**src/rtl/spike_rate_encoder.sv**
```systemverilog
// Rate-coded spike encoder: buffers one pixel per channel, then emits N_STEPS
// Bernoulli spike vectors by comparing each pixel against a per-channel LFSR.
module spike_rate_encoder #(
   parameter int          N_CHANNEL  = 4,
   parameter int          PIX_WIDTH  = 8,
   parameter int          N_STEPS    = 16,
   parameter int          STEP_WIDTH = $clog2(N_STEPS + 1),
   parameter int          CH_WIDTH   = $clog2(N_CHANNEL + 1),
   parameter logic [15:0] LFSR_SEED  = 16'hACE1
) (
   input  logic                  clk,
   input  logic                  rst_n,
   input  logic                  pix_valid,
   output logic                  pix_ready,
   input  logic [PIX_WIDTH-1:0]  pix_data,
   input  logic                  step_en,
   output logic [N_CHANNEL-1:0]  spike_out,
   output logic                  spike_valid,
   output logic [STEP_WIDTH-1:0] step_idx,
   output logic                  busy,
   output logic                  frame_done
);

   typedef enum logic [0:0] {
      ST_LOAD = 1'b0,
      ST_RUN  = 1'b1
   } state_t;

   state_t                state_r;
   state_t                next_state_s;
   logic [CH_WIDTH-1:0]   load_idx_r;
   logic [STEP_WIDTH-1:0] step_cnt_r;
   logic [PIX_WIDTH-1:0]  buf_r  [N_CHANNEL];
   logic [15:0]           lfsr_r [N_CHANNEL];
   logic                  load_last_s;
   logic                  step_fire_s;
   logic                  last_step_s;

   function automatic logic [15:0] lfsr_next(input logic [15:0] q);
      return {q[14:0], q[15] ^ q[13] ^ q[12] ^ q[10]};
   endfunction

   // XOR with (c+1) keeps every channel's seed distinct and nonzero
   function automatic logic [15:0] lfsr_seed(input int c);
      return LFSR_SEED ^ 16'(c + 1);
   endfunction

   assign pix_ready = (state_r == ST_LOAD);
   assign busy      = (state_r == ST_RUN);

   // Next-state decode and per-cycle event strobes
   always_comb begin
      next_state_s = state_r;
      load_last_s  = 1'b0;
      step_fire_s  = 1'b0;
      last_step_s  = 1'b0;
      case (state_r)
         ST_LOAD: begin
            if (pix_valid && (load_idx_r == CH_WIDTH'(N_CHANNEL - 1))) begin
               load_last_s  = 1'b1;
               next_state_s = ST_RUN;
            end else begin
               next_state_s = ST_LOAD;
            end
         end
         ST_RUN: begin
            if (step_en) begin
               step_fire_s = 1'b1;
               if (step_cnt_r == STEP_WIDTH'(N_STEPS - 1)) begin
                  last_step_s  = 1'b1;
                  next_state_s = ST_LOAD;
               end else begin
                  next_state_s = ST_RUN;
               end
            end else begin
               next_state_s = ST_RUN;
            end
         end
         default: next_state_s = ST_LOAD;
      endcase
   end

   // State register
   always_ff @(posedge clk or negedge rst_n) begin
      if (!rst_n) begin
         state_r <= ST_LOAD;
      end else begin
         state_r <= next_state_s;
      end
   end

   // Pixel buffer, LFSRs, step counter and registered spike outputs
   always_ff @(posedge clk or negedge rst_n) begin
      if (!rst_n) begin
         load_idx_r  <= '0;
         step_cnt_r  <= '0;
         spike_out   <= '0;
         spike_valid <= 1'b0;
         step_idx    <= '0;
         frame_done  <= 1'b0;
         for (int c = 0; c < N_CHANNEL; c++) begin
            buf_r[c]  <= '0;
            lfsr_r[c] <= lfsr_seed(c);
         end
      end else begin
         spike_out   <= '0;
         spike_valid <= 1'b0;
         frame_done  <= 1'b0;
         if ((state_r == ST_LOAD) && pix_valid) begin
            for (int c = 0; c < N_CHANNEL; c++) begin
               if (load_idx_r == CH_WIDTH'(c)) begin
                  buf_r[c] <= pix_data;
               end
            end
            load_idx_r <= load_last_s ? '0 : (load_idx_r + CH_WIDTH'(1));
         end
         if (load_last_s) begin
            step_cnt_r <= '0;
            for (int c = 0; c < N_CHANNEL; c++) begin
               lfsr_r[c] <= lfsr_seed(c);
            end
         end
         // Compare uses the pre-shift LFSR value; gaps leave LFSRs untouched
         if (step_fire_s) begin
            spike_valid <= 1'b1;
            step_idx    <= step_cnt_r;
            frame_done  <= last_step_s;
            step_cnt_r  <= step_cnt_r + STEP_WIDTH'(1);
            for (int c = 0; c < N_CHANNEL; c++) begin
               spike_out[c] <= (buf_r[c] > lfsr_r[c][PIX_WIDTH-1:0]);
               lfsr_r[c]    <= lfsr_next(lfsr_r[c]);
            end
         end
      end
   end

endmodule

```
**config.mk**
```make
export PLATFORM = sky130hd
export DESIGN_NAME = spike_rate_encoder
export DESIGN_NICKNAME = d
export VERILOG_FILES = /design/src/rtl/spike_rate_encoder.sv
export SDC_FILE = /design/constraint.sdc
export NUM_CORES = 1
export LEC_CHECK = 0
export ABC_AREA = 1
export ABC_CLOCK_PERIOD_IN_PS = 2200
export BUFFER_PORTS_ARGS = -buffer_cell sky130_fd_sc_hd__buf_4
export CAP_MARGIN = 40
export CORE_ASPECT_RATIO = 0.75
export CORE_MARGIN = 2
export CORE_UTILIZATION = 60
export CTS_BUF_LIST = sky130_fd_sc_hd__clkbuf_4 sky130_fd_sc_hd__clkbuf_8 sky130_fd_sc_hd__clkbuf_16
export DETAILED_ROUTE_END_ITERATION = 8
export GPL_TIMING_DRIVEN = 0
export PLACE_DENSITY = 0.9
export SLEW_MARGIN = 15
export SYNTH_ARGS = -nofsm -noshare
export SYNTH_HDL_FRONTEND = slang
export SYNTH_SLANG_ARGS = --single-unit
```
**constraint.sdc**
```tcl
create_clock -name clk -period 2.2 [get_ports clk]
set_clock_uncertainty 0.1 [all_clocks]
set_input_delay 0.22 -clock clk [delete_from_list [all_inputs] [get_ports clk]]
set_output_delay 0.22 -clock clk [all_outputs]
set_load 0.1 [all_outputs]
```
==> results by group, run 1 <==
Synthesis
  • Synth top area share: 37.4%
  • Average footprint of a synthesized cell: 10.1 µm²
  • Post-Syn Instances: 551
  • Async SR Flop Fraction: 100%
  • Synth area leader: dfrtp_1
  • Synth Net Count: 602
  • Post-synth cell types: 28
  • Synthesized area: 5560 µm²
  • Synth Flop Type: dfrtp_1
  • Number of flops mapped to enable cells by yosys: 0
  • #FFs+latches synth: 116
  • Seq/Total Area, Yosys: 53.0%
  • Area contributors post-synth: dfrtp_1 (37%), dfstp_2 (16%), ha_1 (8.8%)
  • Ys Warns: 0

Hold path
  • Tightest Hold Check Type: primary input to flip-flop

Detailed routing
  • Via count: 4,077
  • WL per Instance: 17.6 µm
  • Detailed Route Iter0 Violations: 410
  • DRC viols: 0
  • ANT nets after route: 0
  • Vias per inst: 5.65
  • Routed wire length: 12,700 µm
  • Drt first pass iters: 5

Clocking
  • Post-CTS Setup Inserts: 0
  • Clock sinks: 116
  • Clock Tree Root: clkbuf_16
  • Clk slew on worst S/H paths: 0.06 ns
  • CTS tree: done
  • Cts repair resizes: 0
  • CTS H-Tree Depth: 4
  • Clk buf depth: 2
  • Clk_lat worst skew: 0.43 ns
  • CTS Buf Count: 17

Power
  • Leakage: 3.37 nW
  • Sequential share of power: 32.8%
  • Switching part of the total: 38.4%
  • P_int: 7.28 mW
  • Peak supply drop: 0.985 mV
  • Overall power: 11.8 mW
  • Sw power: 4.54 mW
  • Comb pwr share: 39.3%
  • Clock power share: 27.9%
  • Power Density: 1780 nW/µm²

Finish
  • Commonest non-fill, non-tap cells in the layout: nand2_1 (116), inv_1 (92), dfrtp_1 (82)
  • Share of cells above drive strength 1: 24.1%
  • Antenna cells: 0
  • Nets: 647
  • Fill cells: 612
  • Commonest non-fill, non-tap cell in the layout: nand2_1
  • Layout area overhead: 19.3%

Timing
  • Setup Viol. Count Final: 0
  • Final TNS setup: 0 ns
  • Fmax: 544 MHz
  • Rel. slew slack: 65.6%
  • Final worst slack: 0.361 ns
  • Worst-Margin Slew: 0.516 ns
  • Final hold slack: 0.0200 ns
  • Unrepaired setup endpoints after global routing: false
  • Final Hold Fails: 0
  • Final Max Slew Viols: 0
  • Final min period: 1.84 ns
  • Final worst path period share: 83.6%

Critical path
  • Crit path cell chain: inv_1 -> ha_1 -> nand2_8 -> nand2_8 -> buf_2 -> o22ai_1
  • Worst-path fanout max: 10
  • CP endpoint kind: flip-flop
  • WS Path Type: flip-flop to flip-flop
  • Most used cell, CP: nand2_8
  • Startpoint class of the critical path: flip-flop
  • CP arrival: 2.02 ns
  • Slowest cell on crit path: dfrtp_1
  • Worst path required time: 2.38 ns
  • Slowest cell delay on critical path: 0.36 ns

Place
  • IO buf count: 24
  • RD Place Congestion: 0.892
  • DP Wirelength: 8250 µm
  • DP Worst Slack: 0.408 ns

Global routing
  • First-pass GRT wire length: 21,100 µm
  • Gr usage total: 28.4%
  • Initial antenna violation count: 0
  • Vias in the first global route: 4,367
  • Grt ovf: 0
  • Largest net degree at the start of global routing: 62

Floorplanning
  • Initial Utilization: 61.7%
  • Die area: 10,100 µm²
  • IO Pins: 25
  • CORE AREA: 9010 µm²
  • Die H: 87.3 µm
  • Row count: 30
  • Die width: 115 µm

Outcome
  • Outcome: complete, no violations

Job
  • # Max-Cap Violations: 0
power groups by stage:
stage / clock [mW] / combinational, mW / sequential (mW)
6_report: 3.30 / 4.64 / 3.87
5_1_grt: 3.41 / 5.14 / 3.97
4_1_cts: 3.31 / 4.65 / 3.87
3_5_place_dp: 0 / 4.52 / 3.87
3_3_place_gp: 0 / 4.18 / 3.81
2_1_floorplan: 0 / 3.02 / 4.25
timing repair:
| action | CTS | global route |
|---|---|---|
| endpoints found under the setup margin | 0 | 0 |
| hold endpoints to repair | 38 | 0 |
| hold buffers | 1 | 0 |
final timing paths:
| kind | to | cells past startpoint | start | slack (ns) |
|---|---|---|---|---|
| max in group asynchronous | lfsr_r[37]$_DFFE_PN1P_ | 3 | rst_n | 1.05 |
| worst max-delay path | lfsr_r[25]$_DFFE_PN0P_ | 6 | load_idx_r[2]$_DFFE_PN0P_ | 0.36 |
| min in group asynchronous | buf_r[14]$_DFFE_PN0P_ | 2 | rst_n | 0.23 |
| worst max register to register | lfsr_r[25]$_DFFE_PN0P_ | 6 | load_idx_r[2]$_DFFE_PN0P_ | 0.36 |
| worst min register to register | step_cnt_r[3]$_DFFE_PN0P_ | 1 | step_cnt_r[3]$_DFFE_PN0P_ | 0.38 |
| worst min-delay path | frame_done$_DFF_PN0_ | 3 | step_en | 0.02 |
layout make-up:
type | count | area [µm²] | area share, %
buffer | 19 | 149 | 2.25
clock buffer | 25 | 523 | 7.89
clock inverter | 7 | 189 | 2.85
inverter | 94 | 360 | 5.43
multi-input combinational | 322 | 2100 | 31.7
sequential | 116 | 2950 | 44.4
tap | 112 | 140 | 2.11
timing repair buffer | 26 | 221 | 3.34
stage by stage:
step                      area (µm²)  instances  utilization (%)
after global placement          5880        687             65.3
after global routing            6630        721             73.6
final                           6630        721             73.6
after CTS                       6630        721             73.6
after detailed placement        5910        688             65.6
after floorplan                 5560        551                -
critical path: cells and delay by family (launching register included):
kind | cells | cell delay (ns)
buffers and inverters | 2 | 0.50
adder cells (fa/ha/maj) | 1 | 0.33
AND/OR/NAND/NOR | 2 | 0.24
flip-flops | 1 | 0.36
AO/OA/AOI/OAI | 1 | 0.16
state kept, by name, indices dropped and copies added (netlist names):
name         flops
spike_valid      1
frame_done       1
busy             1
load_idx_r       3
step_idx         5
spike_out        4
lfsr_r          64
buf_r           32
step_cnt_r       5
logic make-up after synthesis:
logic type	share of synthesized area, %
simple gates	12.2
compound gates	15.9
flops	53.0
buf+inv	9.16
fa+ha+maj	8.78
xor+xnor	0.946
per-layer routing:
metal	vias up	wire (µm)	track usage, %
met5	-	0	0
met4	0	325	13.7
met3	38	882	7.38
met2	146	6430	48.9
met1	2008	5040	33.2
li1	1885	-	-
Yosys cell counts, types with 2 or more instances:
| master | n |
|---|---|
| inv_1 | 92 |
| buf_4 | 3 |
| nand3_1 | 5 |
| buf_6 | 5 |
| nand2_8 | 2 |
| o21ai_1 | 4 |
| dfstp_2 | 33 |
| o22a_1 | 4 |
| nor2_1 | 25 |
| xnor2_1 | 5 |
| a21oi_1 | 14 |
| buf_2 | 10 |
| a22oi_2 | 26 |
| a21o_1 | 4 |
| dfrtp_1 | 83 |
| o21ai_0 | 44 |
| nand2_1 | 116 |
| nand3_4 | 3 |
| o22ai_1 | 26 |
| ha_1 | 39 |
No activity file was read; power rests on OpenSTA's default activity.
==> run 2: changes to the inputs <==
--- a/config.mk
+++ b/config.mk
@@ -5,8 +5,8 @@
 export SDC_FILE = /design/constraint.sdc
 export NUM_CORES = 1
 export LEC_CHECK = 0
-export ABC_AREA = 1
-export ABC_CLOCK_PERIOD_IN_PS = 2200
+export ABC_AREA = 0
+export ABC_CLOCK_PERIOD_IN_PS = 1800
 export BUFFER_PORTS_ARGS = -buffer_cell sky130_fd_sc_hd__buf_4
 export CAP_MARGIN = 40
 export CORE_ASPECT_RATIO = 0.75
==> constraint.sdc (replaced) <==
create_clock -name clk -period 1.8 [get_ports clk]
set_clock_uncertainty 0.1 [all_clocks]
set_input_delay 0.18 -clock clk [delete_from_list [all_inputs] [get_ports clk]]
set_output_delay 0.18 -clock clk [all_outputs]
set_load 0.1 [all_outputs]
==> results by group, run 2 <==
Finish
  • Commonest non-fill, non-tap cells in the layout: nand2_1 (106), dfrtp_1 (82), o21ai_0 (47)
  • Share of cells above drive strength 1: 25.8% (+1.7 points)
  • Reg with most FFs: lfsr_r
  • Max reg flops: 64 (unchanged)
  • Layout area overhead: 21.9%
  • Nets: 642 (-0.77%)
  • Final Instance Area: 6720 µm² (+1.3%)
  • Largest registers: lfsr_r x64, buf_r x32
  • Commonest non-fill, non-tap cell in the layout: nand2_1
  • Antenna cells: 0 (unchanged)
  • Fill cells: 534 (-13%)

Synthesis
  • Synthesized area: 5510 µm² (-0.88%)
  • Post-synth cell types: 29 (+3.6%)
  • Synth top area share: 37.7% (+0.33 points)
  • Ys Warns: 0 (unchanged)
  • Synth Flop Type: dfrtp_1
  • Async SR Flop Fraction: 100% (unchanged)
  • Synth area leader: dfrtp_1
  • Number of flops mapped to enable cells by yosys: 0 (unchanged)
  • Post-Syn Instances: 535 (-2.9%)
  • Most common cell in the netlist: nand2_1
  • Seq/Total Area, Yosys: 53.5% (+0.47 points)
  • Synth cell count leaders: nand2_1 (106), o21ai_0 (87), dfrtp_1 (83)
  • Synth Net Count: 586 (-2.7%)
  • Area contributors post-synth: dfrtp_1 (38%), dfstp_2 (16%), ha_1 (8.9%)
  • #FFs+latches synth: 116 (unchanged)
  • Average footprint of a synthesized cell: 10.3 µm² (+2.1%)

Timing
  • Unrepaired setup endpoints after global routing: true
  • Fmax: 552 MHz (+1.6%)
  • Final worst path period share: 101% (+17 points)
  • Worst-Margin Slew: 0.598 ns (+0.0821 ns)
  • Final Hold Fails: 0 (unchanged)
  • Final Max Slew Viols: 0 (unchanged)
  • Final min period: 1.81 ns (-0.0284 ns)
  • Final worst slack: -0.0108 ns (-0.372 ns)
  • Rel. slew slack: 60.1% (-5.5 points)
  • Setup Viol. Count Final: 2 (+2)

Hold path
  • Min-Delay Path Depth: 3 (unchanged)
  • Tightest Hold Check Type: primary input to flip-flop
  • Hold Path Sink: load_idx_r[2]$_DFFE_PN0P_
  • Min-delay src: pix_valid

Clocking
  • Clk_lat worst skew: 0.42 ns (about the same)
  • CTS H-Tree Depth: 4 (unchanged)
  • CTS Buf Count: 17 (unchanged)
  • CTS tree: done
  • Clock Tree Root: clkbuf_16
  • Clk buf depth: 2 (unchanged)
  • Clk slew on worst S/H paths: 0.06 ns (about the same)
  • Clock sinks: 116 (unchanged)

Critical path
  • Slowest cell delay on critical path: 0.39 ns (+0.03 ns)
  • R2R depth: 7 (+1)
  • Crit path cell chain: ha_1 -> ha_2 -> and3b_1 -> buf_4 -> buf_2 -> nand2_1 -> nand2_1
  • Worst path required time: 1.98 ns (-0.40 ns)
  • CP arrival: 1.99 ns (-0.03 ns)
  • Worst-path fanout max: 10 (unchanged)
  • WS Path Type: flip-flop to flip-flop
  • Slowest cell on crit path: dfrtp_1
  • CP endpoint kind: flip-flop
  • Startpoint class of the critical path: flip-flop
  • Most used cell, CP: nand2_1
  • Reg2reg start: load_idx_r[1]$_DFFE_PN0P_
  • RR Endpoint: buf_r[5]$_DFFE_PN0P_
  • CP top delay family: simple AND/OR/NAND/NOR gates
  • Worst Path Buf+Inv: 2 (unchanged)
  • Worst R2R Setup Slack: -0.01 ns (-0.37 ns)

Floorplanning
  • Die width: 115 µm (-0.43%)
  • Die area: 9970 µm² (-0.84%)
  • Initial Utilization: 61.4% (-0.29 points)
  • IO Pins: 25 (unchanged)
  • Die H: 87.0 µm (-0.42%)
  • Row count: 30 (unchanged)
  • CORE AREA: 8970 µm² (-0.42%)

Power
  • Leakage: 3.16 nW (-6.1%)
  • Power Density: 2080 nW/µm² (+16%)
  • Peak supply drop: 1.31 mV (+33%)
  • Overall power: 13.9 mW (+18%)

Detailed routing
  • Vias per inst: 6.21 (+9.8%)
  • WL per Instance: 20.9 µm (+19%)
  • DRC viols: 0 (unchanged)
  • Routed wire length: 14,900 µm (+18%)
  • Drt first pass iters: 5 (unchanged)
  • ANT nets after route: 0 (unchanged)
  • Detailed Route Iter0 Violations: 505 (+23%)
  • Via count: 4,446 (+9.1%)

Place
  • IO buf count: 24 (unchanged)
  • DP Wirelength: 8760 µm (+6.3%)
  • Placed inst area: 5890 µm² (-0.36%)
  • RD Place Congestion: 0.874 (-2.0%)
  • DP Worst Slack: -0.240 ns (-0.648 ns)

Job
  • # Max-Cap Violations: 0 (unchanged)

Outcome
  • Outcome: finished with violations
  • Failing checks: negative setup slack

Global routing
  • Grt ovf: 0 (unchanged)
  • Initial antenna violation count: 1 (+1)
  • Largest net degree at the start of global routing: 78 (+26%)
  • Gr usage total: 31.8% (+3.5 points)
  • Vias in the first global route: 4,823 (+10%)
  • First-pass GRT wire length: 23,800 µm (+13%)
run 2: cell types whose count changed after synthesis, sizes merged, moves of 7 or more:
cell	before	now
nand4	0	9
a22oi	26	0
inv	94	38
clkbuf	0	14
xnor2	5	12
o21ai	48	87
nor2	26	14
mux2	0	25
nand3	8	20
o22ai	27	0
nand2	119	106
run 2: worst max-delay path by stage:
stage,from,end,depth (start not counted)
after CTS,load_idx_r[0]$_DFFE_PN0P_,lfsr_r[45]$_DFFE_PN1P_,7
after global routing,load_idx_r[0]$_DFFE_PN0P_,buf_r[0]$_DFFE_PN0P_,7
after floorplan,busy$_DFF_PN0_,busy$_DFF_PN0_,5
after detailed placement,load_idx_r[0]$_DFFE_PN0P_,lfsr_r[39]$_DFFE_PN1P_,7
final,load_idx_r[1]$_DFFE_PN0P_,buf_r[5]$_DFFE_PN0P_,7
after global placement,load_idx_r[0]$_DFFE_PN0P_,lfsr_r[21]$_DFFE_PN1P_,7
run 2: area by class of cell:
cell class / instances / area (µm²) / share of cell area [%]
tap: 112 / 140 / 2.09
timing repair buffer: 37 / 327 / 4.86
multi-input combinational: 353 / 2310 / 34.4
sequential: 116 / 2950 / 43.9
buffer: 28 / 194 / 2.89
clock inverter: 11 / 180 / 2.68
inverter: 38 / 146 / 2.18
clock buffer: 21 / 468 / 6.97
run 2: routing by layer:
metal  vias up  part of all wire (%)  GRT usage [%]
met3        61                   9.8           10.7
met5         -                     0              0
met4         0                   3.1           14.5
met2       253                    49           52.0
met1      2221                    38           38.6
li1       1911                     -              -
run 2: worst reg2reg max path, stage by stage (launching register included):
cell,delay (ns)
dfrtp_1,0.39
ha_1,0.20
ha_2,0.20
and3b_1,0.19
buf_4,0.18
buf_2,0.21
nand2_1,0.11
nand2_1,0.11
run 2: cells by family after synthesis:
kind of cell / count (synthesis) / synth area share [%]
AOI/OAI and AO/OA: 117 / 11.2
xor gates and xnor gates: 12 / 1.91
adders and majority gates: 39 / 8.86
buffers and inverters: 66 / 5.20
DFF: 116 / 53.5
muxes: 25 / 6.75
and+or+nand+nor: 160 / 12.6
run 2: power by group:
| group | total (mW) | internal (mW) | switching (mW) |
|---|---|---|---|
| Combinational | 5.33 | 2.09 | 3.23 |
| Clock | 3.75 | 2.54 | 1.20 |
| Sequential | 4.86 | 4.00 | 0.861 |
run 2: what timing repair did:
action	4_1_cts	5_1_grt
setup buffers	2	0
endpoints found under the hold margin	119	0
gates resized for setup	13	48
pin swaps	0	0
endpoints found under the setup margin	49	56
hold buffers	10	0
run 2: per-stage QoR:
stage	util (%)	hold WS, ns	instances	TNS (ns)
2_1_floorplan	-	-0.216	535	-2.61
3_3_place_gp	65.3	0.346	671	-1.68
3_5_place_dp	65.6	0.00920	672	-3.75
4_1_cts	74.4	0.000692	716	0
5_1_grt	74.9	0.0275	716	-0.237
6_report	74.9	0.00928	716	-0.0123
